`src/rtl/my_spi_pkg.sv`:
```
// rtl/my_spi_pkg.sv - MySPI register map and frame layout shared by master and slave
package my_spi_pkg;

   localparam logic [6:0] ADDR_CONFIG  = 7'h00;
   localparam logic [6:0] ADDR_STATUS  = 7'h01;
   localparam logic [6:0] ADDR_DIR_R   = 7'h10;
   localparam logic [6:0] ADDR_SPEED_R1 = 7'h11;
   localparam logic [6:0] ADDR_SPEED_R2 = 7'h12;
   localparam logic [6:0] ADDR_DIR_L   = 7'h20;
   localparam logic [6:0] ADDR_SPEED_L1 = 7'h21;
   localparam logic [6:0] ADDR_SPEED_L2 = 7'h22;

   localparam int WRITE_FLAG_BIT = 7;
   localparam int FRAME_BITS     = 16;

   // Reads shift 0x00 in the data phase so the slave never sees stale write data.
   function automatic logic [FRAME_BITS-1:0] build_frame(input logic       wr,
                                                         input logic [6:0] addr,
                                                         input logic [7:0] wdata);
      logic [7:0] hdr;
      hdr = {1'b0, addr};
      hdr[WRITE_FLAG_BIT] = wr;
      return {hdr, (wr ? wdata : 8'h00)};
   endfunction

endpackage

```
`src/rtl/spi_master_ctrl_if.sv`:
```
// rtl/spi_master_ctrl_if.sv - command/response handshake between a requester and the SPI master
interface spi_master_ctrl_if;
   logic       cmd_valid;
   logic       cmd_ready;
   logic       cmd_write;
   logic [6:0] cmd_addr;
   logic [7:0] cmd_wdata;
   logic       rsp_valid;
   logic [7:0] rsp_rdata;

   modport master (
      output cmd_valid, cmd_write, cmd_addr, cmd_wdata,
      input  cmd_ready, rsp_valid, rsp_rdata
   );

   modport slave (
      input  cmd_valid, cmd_write, cmd_addr, cmd_wdata,
      output cmd_ready, rsp_valid, rsp_rdata
   );
endinterface

```
`src/rtl/spi_phase_timer.sv`:
```
// rtl/spi_phase_timer.sv - loadable down-counter timing each SPI frame phase
module spi_phase_timer #(
   parameter int W = 4
) (
   input  logic         clk_i,
   input  logic         rstn_i,
   input  logic         load_i,
   input  logic [W-1:0] load_val_i,
   output logic         done_o
);
   localparam logic [W-1:0] ONE = W'(1);

   logic [W-1:0] cnt_q, cnt_d;

   // Loading N gives done on the N-th cycle after the load edge.
   always_comb begin
      cnt_d = cnt_q;
      if (load_i) begin
         cnt_d = load_val_i - ONE;
      end else if (cnt_q != '0) begin
         cnt_d = cnt_q - ONE;
      end
   end

   always_ff @(posedge clk_i) begin
      if (!rstn_i) begin
         cnt_q <= '0;
      end else begin
         cnt_q <= cnt_d;
      end
   end

   assign done_o = (cnt_q == '0);
endmodule

```
`src/rtl/spi_master_ctrl.sv`:
```
// rtl/spi_master_ctrl.sv - SPI mode-0 master issuing single 16-bit MySPI register frames
module spi_master_ctrl
   import my_spi_pkg::*;
#(
   parameter int CLK_DIV  = 8,
   parameter int CS_SETUP = 4,
   parameter int CS_HOLD  = 4,
   parameter int CS_GAP   = 4
) (
   input  logic             theClock,
   input  logic             theReset,
   spi_master_ctrl_if.slave bus,
   output logic             busy,
   output logic             spi_clk,
   output logic             spi_cs_n,
   output logic             spi_mosi,
   input  logic             spi_miso
);
   localparam int MAX_A = (CLK_DIV > CS_SETUP) ? CLK_DIV : CS_SETUP;
   localparam int MAX_B = (CS_HOLD > CS_GAP) ? CS_HOLD : CS_GAP;
   localparam int MAX_P = (MAX_A > MAX_B) ? MAX_A : MAX_B;
   localparam int TW    = $clog2(MAX_P) + 1;

   localparam logic [TW-1:0] T_DIV   = TW'(CLK_DIV);
   localparam logic [TW-1:0] T_SETUP = TW'(CS_SETUP);
   localparam logic [TW-1:0] T_HOLD  = TW'(CS_HOLD);
   localparam logic [TW-1:0] T_GAP   = TW'(CS_GAP);
   localparam logic [4:0]    BIT_END = 5'(FRAME_BITS);

   typedef logic [2:0] spi_m_state_t;
   localparam spi_m_state_t S_IDLE  = 3'd0;
   localparam spi_m_state_t S_SETUP = 3'd1;
   localparam spi_m_state_t S_LOW   = 3'd2;
   localparam spi_m_state_t S_HIGH  = 3'd3;
   localparam spi_m_state_t S_HOLD  = 3'd4;
   localparam spi_m_state_t S_GAP   = 3'd5;

   spi_m_state_t state_q, state_d;
   logic [15:0]  shift_q, shift_d;
   logic [7:0]   rx_q, rx_d;
   logic [7:0]   rdata_q, rdata_d;
   logic [4:0]   bit_q, bit_d, bit_inc;
   logic         rsp_valid_q, rsp_valid_d;
   logic         cs_n_q, cs_n_d;
   logic         sclk_q, sclk_d;
   logic         mosi_q, mosi_d;
   logic         active_d;
   logic         tmr_load, tmr_done;
   logic [TW-1:0] tmr_val;

   spi_phase_timer #(.W(TW)) u_timer (
      .clk_i      (theClock),
      .rstn_i     (theReset),
      .load_i     (tmr_load),
      .load_val_i (tmr_val),
      .done_o     (tmr_done)
   );

   assign bit_inc = (bit_q >= BIT_END) ? bit_q : bit_q + 5'd1;

   always_comb begin
      state_d     = state_q;
      shift_d     = shift_q;
      rx_d        = rx_q;
      bit_d       = bit_q;
      rdata_d     = rdata_q;
      rsp_valid_d = 1'b0;
      tmr_load    = 1'b0;
      tmr_val     = T_DIV;
      case (state_q)
         S_IDLE: begin
            if (bus.cmd_valid) begin
               state_d  = S_SETUP;
               shift_d  = build_frame(bus.cmd_write, bus.cmd_addr, bus.cmd_wdata);
               bit_d    = '0;
               tmr_load = 1'b1;
               tmr_val  = T_SETUP;
            end
         end
         S_SETUP: begin
            if (tmr_done) begin
               state_d  = S_LOW;
               tmr_load = 1'b1;
            end
         end
         S_LOW: begin
            // Entering HIGH is the SCLK rise: MISO is sampled on this edge.
            if (tmr_done) begin
               state_d  = S_HIGH;
               rx_d     = {rx_q[6:0], spi_miso};
               tmr_load = 1'b1;
            end
         end
         S_HIGH: begin
            if (tmr_done) begin
               bit_d    = bit_inc;
               tmr_load = 1'b1;
               if (bit_inc < BIT_END) begin
                  state_d = S_LOW;
                  shift_d = {shift_q[14:0], 1'b0};
               end else begin
                  state_d = S_HOLD;
                  tmr_val = T_HOLD;
               end
            end
         end
         S_HOLD: begin
            if (tmr_done) begin
               state_d     = S_GAP;
               rsp_valid_d = 1'b1;
               rdata_d     = rx_q;
               tmr_load    = 1'b1;
               tmr_val     = T_GAP;
            end
         end
         S_GAP: begin
            if (tmr_done) begin
               state_d = S_IDLE;
            end
         end
         default: state_d = S_IDLE;
      endcase
   end

   // Pin values are registered from the next state so SCLK/CS/MOSI never glitch.
   assign active_d = (state_d == S_SETUP) || (state_d == S_LOW) ||
                     (state_d == S_HIGH)  || (state_d == S_HOLD);
   assign cs_n_d   = !active_d;
   assign sclk_d   = (state_d == S_HIGH);
   assign mosi_d   = active_d ? shift_d[15] : 1'b0;

   always_ff @(posedge theClock) begin
      if (!theReset) begin
         state_q     <= S_IDLE;
         shift_q     <= '0;
         rx_q        <= '0;
         bit_q       <= '0;
         rdata_q     <= '0;
         rsp_valid_q <= 1'b0;
         cs_n_q      <= 1'b1;
         sclk_q      <= 1'b0;
         mosi_q      <= 1'b0;
      end else begin
         state_q     <= state_d;
         shift_q     <= shift_d;
         rx_q        <= rx_d;
         bit_q       <= bit_d;
         rdata_q     <= rdata_d;
         rsp_valid_q <= rsp_valid_d;
         cs_n_q      <= cs_n_d;
         sclk_q      <= sclk_d;
         mosi_q      <= mosi_d;
      end
   end

   assign bus.cmd_ready = (state_q == S_IDLE);
   assign bus.rsp_valid = rsp_valid_q;
   assign bus.rsp_rdata = rdata_q;
   assign busy          = (state_q != S_IDLE);
   assign spi_clk       = sclk_q;
   assign spi_cs_n      = cs_n_q;
   assign spi_mosi      = mosi_q;
endmodule

```
`src/flat_wrapper.sv`:
```
// flat-port wrapper written by rule: the top's interface ports become plain ports
module spi_master_ctrl_flat import my_spi_pkg::*;
#(
   parameter int CLK_DIV  = 8,
   parameter int CS_SETUP = 4,
   parameter int CS_HOLD  = 4,
   parameter int CS_GAP   = 4
)
  (theClock, theReset, busy, spi_clk, spi_cs_n, spi_mosi, spi_miso, bus_cmd_valid, bus_cmd_write, bus_cmd_addr, bus_cmd_wdata, bus_cmd_ready, bus_rsp_valid, bus_rsp_rdata);
  spi_master_ctrl_if bus_i ();
  input  logic theClock;
  input  logic theReset;
  output logic busy;
  output logic spi_clk;
  output logic spi_cs_n;
  output logic spi_mosi;
  input  logic spi_miso;
  input wire logic [$bits(bus_i.cmd_valid)-1:0] bus_cmd_valid;
  input wire logic [$bits(bus_i.cmd_write)-1:0] bus_cmd_write;
  input wire logic [$bits(bus_i.cmd_addr)-1:0] bus_cmd_addr;
  input wire logic [$bits(bus_i.cmd_wdata)-1:0] bus_cmd_wdata;
  output wire logic [$bits(bus_i.cmd_ready)-1:0] bus_cmd_ready;
  output wire logic [$bits(bus_i.rsp_valid)-1:0] bus_rsp_valid;
  output wire logic [$bits(bus_i.rsp_rdata)-1:0] bus_rsp_rdata;
  assign bus_i.cmd_valid = bus_cmd_valid;
  assign bus_i.cmd_write = bus_cmd_write;
  assign bus_i.cmd_addr = bus_cmd_addr;
  assign bus_i.cmd_wdata = bus_cmd_wdata;
  assign bus_cmd_ready = bus_i.cmd_ready;
  assign bus_rsp_valid = bus_i.rsp_valid;
  assign bus_rsp_rdata = bus_i.rsp_rdata;
  spi_master_ctrl #(.CLK_DIV(CLK_DIV), .CS_SETUP(CS_SETUP), .CS_HOLD(CS_HOLD), .CS_GAP(CS_GAP)) u_core (.theClock(theClock), .theReset(theReset), .bus(bus_i), .busy(busy), .spi_clk(spi_clk), .spi_cs_n(spi_cs_n), .spi_mosi(spi_mosi), .spi_miso(spi_miso));
endmodule
```
`config.mk`:
```
export PLATFORM = sky130hd
export DESIGN_NAME = spi_master_ctrl_flat
export DESIGN_NICKNAME = d
export VERILOG_FILES = /design/src/rtl/my_spi_pkg.sv /design/src/rtl/spi_master_ctrl_if.sv /design/src/rtl/spi_phase_timer.sv /design/src/rtl/spi_master_ctrl.sv /design/src/flat_wrapper.sv
export SDC_FILE = /design/constraint.sdc
export NUM_CORES = 1
export LEC_CHECK = 0
export BUFFER_PORTS_ARGS = -buffer_cell sky130_fd_sc_hd__buf_2
export CAP_MARGIN = 30
export CORE_MARGIN = 4
export CORE_UTILIZATION = 50
export DETAILED_ROUTE_END_ITERATION = 16
export GPL_TIMING_DRIVEN = 0
export PLACE_DENSITY_LB_ADDON = 0.08
export RECOVER_POWER = 25
export SYNTH_ARGS = -nofsm -noshare
export SYNTH_HDL_FRONTEND = slang
export SYNTH_SLANG_ARGS = --single-unit
```
`constraint.sdc`:
```
create_clock -name theClock -period 1.89 [get_ports theClock]
set_clock_uncertainty 0.15 [all_clocks]
set_input_delay 0 -clock theClock [delete_from_list [all_inputs] [get_ports theClock]]
set_output_delay 0 -clock theClock [all_outputs]
set_load 0.01 [all_outputs]
```
==> results.md <==
* Outcome: completed
* Number of instances on the worst hold path at 3
* Port Buffer Count at 32
* I/O pin count at 34
* Slew at the pin closest to its max-slew limit at 0.521 ns
* Final slew viol count at 0
* Final Total Pwr at around 2.6 mW
* Maximum buffer depth of the clock tree at 2
* Flops & latches, synth at 48
* Residual DRC count at 0
* Cell family contributing the most delay on the critical path: simple AND/OR/NAND/NOR gates
* Async set or reset register ratio after synthesis at 0%
* Final ANT Viol Nets at 0
* Startpoint of the most critical register-to-register path: u_core.u_timer.cnt_q[3]
* Clock slew at reported path FFs at 0.09 ns
* Internal power summed over all cells at 1.71 mW
* Number of different library cells in the post-synthesis netlist at 48
* Count of cells along the worst register-to-register path at 5
* Total half-perimeter wirelength after legalization and detailed placement at 3290 um
* Avg Cell Area, Syn at 8.73 um2
* Hold Path End: u_core.spi_cs_n
* Sequential cell area fraction in the yosys report at 45.3%
* Fin Hold WS at between 0.03 and 0.04 ns
* Proportion of layout cells with a drive suffix above 1 at 19.9%
* Dominant synthesized flop cell: sky130_fd_sc_hd__dfxtp_1
* Max-cap viol count at 0
* Die extent in y at 73.1 um
* Post-route minimum period at 1.88 ns
* Type of the most critical hold path: primary input to flop
* Total grt overflow at 0
* Kind of capture point of the worst setup path: flop
* Routability-driven placement congestion ratio at 0.884
* Buf/Inv on CP at 1
* Wirelength, routed at 4980 um
* Switch share at 33.3%
* Root Buffer Master: sky130_fd_sc_hd__clkbuf_8
* Portion of total power attributed to the clock network at 22.9%
* Pin count of the biggest net entering global routing at 15
* Commonest cells after routing, fill and taps aside: sky130_fd_sc_hd__dfxtp_1 (46), sky130_fd_sc_hd__nand2_1 (31), sky130_fd_sc_hd__nor2_1 (25)
* Maximum frequency from static timing analysis at around 530 MHz
* Startpoint-to-endpoint class of the critical path: flop to flop
* Worst-path cell chain: or4_4, buf_6, o31ai_4, o21ai_0, nor2_1
* Inserted Clock Buffers at 5
* Clock sinks at 48
* Longest individual stage delay on the worst path at about 0.55 ns
* Number of core rows at 23
* Floorplan die area at 0.00535 mm2
* Overall global routing resource usage at 19.7%
* Number of instances in the synthesized netlist at 243
* Vias in the first global route at around 1800
* Global-route wire length before repair at 8150 um
* Starting density of the core at 52.3%
* Max transition margin at about two thirds
* Worst reg2reg setup slack at about 0.0082 ns
* Synthesis-to-finish area growth at 27.9%
* DR vias/cell at 5.62
* Capturing point of the worst reg2reg path: u_core.shift_q[4]
* CP Max Fanout at 10
* Portion of total power attributed to combinational logic at a little under a third
* DRC violation total after the first TritonRoute iteration at 133
* Cell with the largest stage delay on the worst path: sky130_fd_sc_hd__or4_4
* Nets at ~320
* Sequential fraction of design power at between 40% and 50%
* Vias after detailed routing at approximately 2000
* Number of hold violations in the final report at 0
* Hold_sp: bus_cmd_valid
* Overall die width at 73.1 um
* Number of synthesized flops with an enable pin at 0
* Required time of the critical path at 1.97 ns
* Worst skew pair latency at 0.30 ns
* Switching pwr at about 0.85 mW
* # H-tree levels at 2
* Worst-case vdd ir drop at 0.000636 V
* Number of failing setup endpoints in the final timing report at 0
* Most frequent standard cell in the layout excluding fill and tap cells: sky130_fd_sc_hd__dfxtp_1
* Startpoint types: flop
* Share of the clock period used by the worst path at between 90% and 100%
* Leak pwr at ~1.1 nW
* Detailed Routing Iterations Pass 1 at 4
* Final antenna diode count at 0
* Area inside the core boundary at 0.00406 mm2
* Avg WL per Cell at 14.2 um
* Cell area after technology mapping at 0.00212 mm2
* Initial antenna violation count at 0
* Data arrival time of the worst path at 1.96 ns
* Count of warnings emitted by yosys at 0
* Clock tree from TritonCTS: done
* Unrepaired setup endpoints after global routing: yes
* Post-Synthesis Net Count at 266
* Total negative slack for setup checks at 0 ns
* Power density cells at 942 mW/mm2
## flip-flops by register name, indices dropped and copies added (netlist names)
signal,flops
u_core.bit_q,5
u_core.bus.rsp_rdata,8
u_core.bus.rsp_valid,1
u_core.rx_q,8
u_core.shift_q,16
u_core.spi_clk,1
u_core.spi_cs_n,1
u_core.spi_mosi,1
u_core.state_q,3
u_core.u_timer.cnt_q,4
## cell families (layout without fill, tap and decap cells)
kind of cell / count (synthesis) / after routing / synth area share (%)
AO/OA/AOI/OAI: 63 / 63 / 20.2
flip-flops: 48 / 48 / 45.3
multiplexers: 11 / 11 / 5.25
buffers and inverters: 23 / 81 / 4.54
AND/OR/NAND/NOR: 95 / 95 / 22.9
adder cells (fa/ha/maj): 3 / 3 / 1.77
## layout make-up
type                       count  area (um2)
timing repair buffer          54         354
clock inverter                 2        12.5
buffer                        14        68.8
tap                           50        62.6
sequential                    48         963
fill                         337        1340
inverter                       6        22.5
clock buffer                   5        68.8
multi-input combinational    172        1160
## what timing repair did
item	CTS	global route
setup endpoints to repair	37	40
buffers inserted	4	1
pin swaps	3	2
hold buffers	17	0
resized for setup	15	12
hold endpoints to repair	19	0
## how the worst max path moves through the flow
stage | cells past startpoint | from | to | slack, ns
2_1_floorplan | 5 | u_core.u_timer.cnt_q[3] | u_core.bit_q[0] | 0.01
3_3_place_gp | 6 | u_core.state_q[2] | u_core.shift_q[3] | -0.33
3_5_place_dp | 5 | u_core.state_q[2] | u_core.bit_q[3] | -0.32
4_1_cts | 5 | u_core.state_q[2] | u_core.bit_q[0] | -0.0007
5_1_grt | 5 | u_core.u_timer.cnt_q[3] | u_core.bit_q[0] | -0.05
6_report | 5 | u_core.u_timer.cnt_q[3] | u_core.shift_q[4] | 0.008
## power groups by stage
stage | combinational (mW) | sequential, mW | clock (mW)
6_report | 0.774 | 1.20 | 0.587
5_1_grt | 0.842 | 1.21 | 0.643
4_1_cts | 0.754 | 1.19 | 0.598
3_5_place_dp | 0.627 | 1.21 | 0
3_3_place_gp | 0.620 | 1.21 | 0
2_1_floorplan | 0.474 | 1.20 | 0
## per-layer routing
metal | GRT usage [%] | vias to the layer above | wire (um)
met3 | 5.10 | 5 | 227
met5 | 0 | - | 0
met1 | 26.7 | 926 | 2320
met4 | 6.35 | 0 | 60
met2 | 30.4 | 46 | 2370
li1 | - | 994 | -
## through the flow
step                      utilization, %  setup slack (ns)  instance area [um2]  std cells
after floorplan                        -            0.0128                 2120        243
after global placement              57.8            -0.328                 2340        325
after detailed placement            57.8            -0.321                 2340        325
after CTS                           66.5         -0.000723                 2700        351
after global routing                66.9           -0.0543                 2710        351
final                               66.9           0.00818                 2710        351
## worst reg2reg max path, stage by stage (launching register included)
cell and delay, ns:
sky130_fd_sc_hd__dfxtp_2 0.36, sky130_fd_sc_hd__or4_4 0.55, sky130_fd_sc_hd__buf_6 0.17, sky130_fd_sc_hd__o31ai_4 0.31, sky130_fd_sc_hd__o21ai_0 0.13, sky130_fd_sc_hd__nor2_1 0.14
## synthesized netlist by cell type, drive strengths merged (5+ instances only)
| cell type | instances | area share, % |
|---|---|---|
| mux2i | 10 | 4.7 |
| a21oi | 19 | 4.5 |
| dfxtp | 48 | 45 |
| nor3 | 12 | 3.1 |
| inv | 6 | 1.1 |
| clkbuf | 12 | 2.1 |
| nor2 | 25 | 4.4 |
| a22oi | 9 | 3.2 |
| buf | 5 | 1.4 |
| o21ai | 12 | 2.8 |
| a221oi | 7 | 2.9 |
| nand2 | 31 | 5.5 |
Note: power is estimated with default switching activity, not from simulation.
